**src/rtl/imm_encoder_pkg.sv**
```systemverilog
// Shared definitions for the ARM immediate encoder: field widths, FSM states
// and the 32-bit rotate-left helper used by every rotation checker.
package imm_encoder_pkg;

  localparam int ROT_W  = 4;
  localparam int IMM8_W = 8;
  localparam int SHOP_W = 12;

  typedef enum logic [1:0] {
    ST_IDLE   = 2'd0,
    ST_SEARCH = 2'd1,
    ST_DONE   = 2'd2
  } state_e;

  // Rotate left by amount (0..31). The right-shift distance is (32-amount)
  // mod 32, which is the 5-bit negation; amount=0 degenerates to value|value.
  function automatic logic [31:0] rol32(input logic [31:0] value, input logic [4:0] amount);
    return (value << amount) | (value >> (5'd0 - amount));
  endfunction

endpackage

```
**src/rtl/imm_encoder_rot_check.sv**
```systemverilog
// Combinational test of one rotation: rotating the value left by 2*r undoes
// the decoder's ROR, so the candidate hits when only its low byte is set.
module imm_rot_check
  import imm_encoder_pkg::*;
(
  input  logic [31:0]       i_value,
  input  logic [ROT_W-1:0]  i_rot,
  output logic              o_hit,
  output logic [IMM8_W-1:0] o_imm8
);

  logic [31:0] w_cand;

  assign w_cand = rol32(i_value, {i_rot, 1'b0});
  assign o_hit  = (w_cand[31:8] == 24'd0);
  assign o_imm8 = w_cand[7:0];

endmodule

```
**src/rtl/imm_encoder.sv**
```systemverilog
// Iterative encoder of a 32-bit constant into the ARM {rotate_imm, immed_8}
// immediate form. ROT_PER_CYCLE rotations are tested per SEARCH cycle; the
// lowest hitting rotation is reported. Optional macro IMM_ENC_INVERT_EN also
// searches ~value (MVN/BIC form) and flags such results with 'inverted'.
module imm_encoder
  import imm_encoder_pkg::*;
#(
  parameter int ROT_PER_CYCLE = 1
) (
  input  logic              clk,
  input  logic              rst,
  input  logic              in_valid,
  output logic              in_ready,
  input  logic [31:0]       value,
  output logic              out_valid,
  input  logic              out_ready,
  output logic              encodable,
  output logic [ROT_W-1:0]  rotate_imm,
  output logic [IMM8_W-1:0] immed_8,
  output logic [SHOP_W-1:0] shift_operand,
  output logic              inverted
);

  localparam logic [ROT_W-1:0] K_STEP = ROT_W'(ROT_PER_CYCLE);
  localparam logic [ROT_W-1:0] K_LAST = ROT_W'(16 - ROT_PER_CYCLE);

  state_e              r_state;
  state_e              w_next_state;
  logic [31:0]         r_value;
  logic [ROT_W-1:0]    r_k;
  logic                r_encodable;
  logic [ROT_W-1:0]    r_rot;
  logic [IMM8_W-1:0]   r_imm8;

  logic                w_accept;
  logic                w_last;
  logic                w_any;
  logic [ROT_W-1:0]    w_sel_rot;
  logic [IMM8_W-1:0]   w_sel_imm8;
  logic                w_sel_inv;

  logic [ROT_W-1:0]    w_rot  [ROT_PER_CYCLE];
  logic                w_hit  [ROT_PER_CYCLE];
  logic [IMM8_W-1:0]   w_imm8 [ROT_PER_CYCLE];
`ifdef IMM_ENC_INVERT_EN
  logic                w_hit_n  [ROT_PER_CYCLE];
  logic [IMM8_W-1:0]   w_imm8_n [ROT_PER_CYCLE];
  logic                r_inverted;
`endif

  assign w_accept = in_valid && (r_state == ST_IDLE);
  assign w_last   = (r_k == K_LAST);

  for (genvar gi = 0; gi < ROT_PER_CYCLE; gi++) begin : g_chk
    assign w_rot[gi] = r_k + ROT_W'(gi);
    imm_rot_check u_chk (
      .i_value (r_value),
      .i_rot   (w_rot[gi]),
      .o_hit   (w_hit[gi]),
      .o_imm8  (w_imm8[gi])
    );
`ifdef IMM_ENC_INVERT_EN
    imm_rot_check u_chk_n (
      .i_value (~r_value),
      .i_rot   (w_rot[gi]),
      .o_hit   (w_hit_n[gi]),
      .o_imm8  (w_imm8_n[gi])
    );
`endif
  end

  // Lowest-index pick within the current group; a plain hit beats an inverted one at the same r.
  always_comb begin
    w_any      = 1'b0;
    w_sel_rot  = '0;
    w_sel_imm8 = '0;
    w_sel_inv  = 1'b0;
    for (int i = 0; i < ROT_PER_CYCLE; i++) begin
      if (!w_any && w_hit[i]) begin
        w_any      = 1'b1;
        w_sel_rot  = w_rot[i];
        w_sel_imm8 = w_imm8[i];
        w_sel_inv  = 1'b0;
`ifdef IMM_ENC_INVERT_EN
      end else if (!w_any && w_hit_n[i]) begin
        w_any      = 1'b1;
        w_sel_rot  = w_rot[i];
        w_sel_imm8 = w_imm8_n[i];
        w_sel_inv  = 1'b1;
`endif
      end else begin
        w_any      = w_any;
      end
    end
  end

  // State register.
  always_ff @(posedge clk or negedge rst) begin
    if (!rst) begin
      r_state <= ST_IDLE;
    end else begin
      r_state <= w_next_state;
    end
  end

  // Next-state logic: accept, search until hit or last group, hold until consumed.
  always_comb begin
    w_next_state = r_state;
    case (r_state)
      ST_IDLE:   w_next_state = w_accept ? ST_SEARCH : ST_IDLE;
      ST_SEARCH: w_next_state = (w_any || w_last) ? ST_DONE : ST_SEARCH;
      ST_DONE:   w_next_state = out_ready ? ST_IDLE : ST_DONE;
      default:   w_next_state = ST_IDLE;
    endcase
  end

  // Handshake outputs decoded straight from the state register.
  always_comb begin
    in_ready  = (r_state == ST_IDLE);
    out_valid = (r_state == ST_DONE);
  end

  // Datapath: latch request, step the rotation counter, capture the result.
  always_ff @(posedge clk or negedge rst) begin
    if (!rst) begin
      r_value     <= 32'd0;
      r_k         <= '0;
      r_encodable <= 1'b0;
      r_rot       <= '0;
      r_imm8      <= '0;
`ifdef IMM_ENC_INVERT_EN
      r_inverted  <= 1'b0;
`endif
    end else if (w_accept) begin
      r_value <= value;
      r_k     <= '0;
    end else if (r_state == ST_SEARCH) begin
      if (w_any) begin
        r_encodable <= 1'b1;
        r_rot       <= w_sel_rot;
        r_imm8      <= w_sel_imm8;
`ifdef IMM_ENC_INVERT_EN
        r_inverted  <= w_sel_inv;
`endif
      end else if (w_last) begin
        r_encodable <= 1'b0;
        r_rot       <= '0;
        r_imm8      <= '0;
        r_k         <= '0;
`ifdef IMM_ENC_INVERT_EN
        r_inverted  <= 1'b0;
`endif
      end else begin
        r_k <= r_k + K_STEP;
      end
    end else begin
      r_k <= r_k;
    end
  end

  assign encodable     = r_encodable;
  assign rotate_imm    = r_rot;
  assign immed_8       = r_imm8;
  assign shift_operand = {r_rot, r_imm8};
`ifdef IMM_ENC_INVERT_EN
  assign inverted      = r_inverted;
`else
  assign inverted      = 1'b0;
  logic w_unused;
  assign w_unused      = w_sel_inv;
`endif

endmodule
```
**config.mk**
```make
export PLATFORM = sky130hd
export DESIGN_NAME = imm_encoder
export DESIGN_NICKNAME = d
export VERILOG_FILES = /design/src/rtl/imm_encoder_pkg.sv /design/src/rtl/imm_encoder_rot_check.sv /design/src/rtl/imm_encoder.sv
export SDC_FILE = /design/constraint.sdc
export NUM_CORES = 1
export LEC_CHECK = 0
export ABC_AREA = 1
export ABC_CLOCK_PERIOD_IN_PS = 4700
export BUFFER_PORTS_ARGS = -buffer_cell sky130_fd_sc_hd__clkbuf_2
export CORE_ASPECT_RATIO = 0.7
export CORE_MARGIN = 3
export CORE_UTILIZATION = 60
export CTS_CLUSTER_DIAMETER = 120
export DETAILED_ROUTE_END_ITERATION = 10
export GPL_TIMING_DRIVEN = 1
export PLACE_DENSITY = 0.84
export SETUP_SLACK_MARGIN = 0.2
export SLEW_MARGIN = 5
export SYNTH_ARGS = -nofsm -noshare
export SYNTH_HDL_FRONTEND = slang
export SYNTH_SLANG_ARGS = --single-unit
```
**constraint.sdc**
```tcl
create_clock -name clk -period 4.7 [get_ports clk]
set_input_delay 0.235 -clock clk [delete_from_list [all_inputs] [get_ports clk]]
set_output_delay 0.235 -clock clk [all_outputs]
set_load 0.02 [all_outputs]
```
==> flow_metrics.py <==
metrics = {
    "synthesis": {
        "synthFlopType": "dfrtp_1",
        "ys_async_sr_fraction_pct": 100,
        "avgSynthCellArea_sq_um": 7.17,
        "synth_area_sq_um": 3970,
        "synth_most_common_cell": "nand2_1",
        "seq_area_frac_synth_pct": 32.2,
        "synthDistinctLibCells": 39,
        "ys_warn_count": 0,
        "synthTopCellsByArea": "dfrtp_1 (32%), nand2_1 (16%), nand3_1 (12%)",
        "yosys.area.top_type_share_pct": 32.2,
        "ys_ff_latch": 51,
        "synth_top_area_cell": "dfrtp_1",
        "synth_cells": 553,
        "synth_edf_count": 0,
        "synthTopCellsByCount": "nand2_1 (172), nand3_1 (96), dfrtp_1 (51), nor2_1 (38), mux2_2 (29)",
        "synth_nets": 591,
    },
    "critical_path": {
        "end_kind": "flop",
        "crit_path_max_incr_delay_ns": 0.68,
        "arrival_ns": 3.44,
        "start_kind": "flop",
        "path_max_fanout": 31,
        "crit_chain": "inv_2, ha_1, inv_1, nand3_1, nand3_1, nand2_1, nor2_1, nand2_1, nor2_1, nand3_1, nand2_2, nand4_4, nand3_1, nand2_1",
        "critPathKind": "flop to flop",
        "crit_top_cell": "nand3_1",
        "cpMaxStageDelayCell": "inv_1",
        "cp.required_ns": 4.90,
    },
    "drt": {
        "wl_per_cell_um": 15.3,
        "viasPerCell": 5.98,
        "drtIter0Drc": 389,
        "routed_wl_um": 10200,
        "vias": 3977,
        "ant_nets": 0,
        "drc_errors": 0,
        "drt-pass1-iter-count": 5,
    },
    "timing": {
        "finalCritPeriodShare_pct": 68.9,
        "fin_skew_ns": 0.00909,
        "tightest_slew_ns": 0.930,
        "finalSetupViolations": 0,
        "slew_headroom_pct": 37.9,
        "rsz0062_at_grt": "false",
        "setup_ws_ns": 1.46,
        "timing.fmax_mhz": 309,
        "post-route-min-period_ns": 3.24,
        "fin_tns_setup_ns": 0,
        "finalMaxSlewViolations": 0,
        "hold_viol_final": 0,
    },
    "die": {
        "die_area_sq_um": 7640,
        "ios": 64,
        "die_h_um": 74.0,
        "coreArea_sq_um": 6310,
        "rows": 24,
        "die_w_um": 103,
        "initial_core_util_pct": 62.9,
    },
    "cts": {
        "cts_buffers": 5,
        "cts_resized": 0,
        "cts_hold_buf": 0,
        "clkTransAtPathRegs_ns": 0.10,
        "numClockSinks": 51,
        "cts_tree": "built",
        "htreeDepth": 2,
        "clockBufferDepth": 2,
        "clock_latency_ns": 0.31,
        "postCtsSetupBuffers": 0,
        "cts-root-buf": "clkbuf_8",
    },
    "placement": {
        "port_buffers": 62,
        "dp_hpwl_um": 7640,
        "preCtsSetupSlack_ns": 1.56,
        "placed_cell_area_sq_um": 4120,
        "gp_congestion": 1.02,
    },
    "cells_and_area": {
        "nNetsFinal": 624,
        "utilization_pct": 67.2,
        "drive_above_1_share_pct": 24.5,
        "antenna_cells": 0,
        "finalInstanceArea_sq_um": 4240,
        "area_delta_synth_final_pct": 6.91,
    },
    "run_status": {
        "status": "completed",
    },
    "global_routing": {
        "grt_pass1_vias": 3472,
        "grt_usage_pct": 27.2,
        "grt_max_degree": 52,
        "grt_pass1_wl_um": 16600,
        "antenna_found_initial": 0,
        "grt_remaining_overflow": 0,
    },
    "job": {
        "drv_cap": 0,
    },
    "worst_hold_path": {
        "hold_path_class": "input pin to asynchronous set/reset pin",
    },
}
final cells by class:
| class | instances | area, sq um |
|---|---|---|
| Fill cell | 575 | 2070 |
| Clock inverter | 3 | 46.3 |
| Timing Repair Buffer | 70 | 370 |
| Multi-Input combinational cell | 441 | 2320 |
| Tap cell | 78 | 97.6 |
| Clock buffer | 5 | 68.8 |
| Sequential cell | 51 | 1280 |
| Inverter | 17 | 63.8 |
layer usage:
layer / vias up / share of wire, % / GRT usage, % / wire length, um
li1: 1927 / - / - / -
met1: 1803 / 47 / 41.7 / 4750
met2: 228 / 43 / 40.2 / 4340
met3: 19 / 9.0 / 4.40 / 918
met4: 0 / 1.7 / 6.32 / 175
met5: - / 0 / 0 / 0
kinds of logic after synthesis:
logic type	after synthesis	share of synthesized area, %
AND/OR/NAND/NOR	365	42.7
buffers and inverters	61	9.40
flip-flops	51	32.2
AO/OA/AOI/OAI	41	6.12
multiplexers	29	8.24
XOR/XNOR	3	0.663
adder cells (fa/ha/maj)	2	0.631
other	1	0.0946
cells in the final DEF, fill, tap and decap left out, types with 3 or more instances in the layout:
| cell type | count |
|---|---|
| a21oi_1 | 15 |
| and2_1 | 3 |
| buf_4 | 8 |
| clkbuf_2 | 62 |
| clkbuf_8 | 5 |
| dfrtp_1 | 51 |
| inv_1 | 12 |
| inv_2 | 4 |
| mux2_2 | 29 |
| nand2_1 | 172 |
| nand2_2 | 20 |
| nand3_1 | 96 |
| nand3_2 | 6 |
| nand4_1 | 22 |
| nor2_1 | 38 |
| o21ai_0 | 11 |
| xor2_1 | 3 |
worst max-delay path, delay by kind of cell, from the launching register on:
| kind | cells | cell delay [ns] |
|---|---|---|
| AND/OR/NAND/NOR | 11 | 1.52 |
| flip-flops | 1 | 0.40 |
| adder cells (fa/ha/maj) | 1 | 0.29 |
| buffers and inverters | 2 | 0.89 |
stage by stage:
stage,hold slack [ns],std cells
floorplan,-0.0606,553
global placement,0.368,657
detailed placement,0.382,657
CTS,0.0383,665
global route,0.0825,665
finish,0.0249,665
worst paths after layout:
check,slack (ns),start,cells past startpoint,to
worst max register to register,1.46,r_k[1],14,immed_8[5]
min in group clk,0.15,value[31],2,r_value[31]
worst min-delay path,0.02,rst,2,r_value[29]
worst max-delay path,1.46,r_k[1],14,immed_8[5]
max in group asynchronous,4.25,rst,2,r_value[5]
worst min register to register,0.51,encodable,2,encodable
state kept, by name, summed over array words and instances, names as in the netlist:
name	flops
r_k	4
encodable	1
r_value	32
rotate_imm	4
immed_8	8
r_state	2
Power is not shown: default switching activity piles up to over one toggle a cycle in this logic, so the estimate is an artifact.
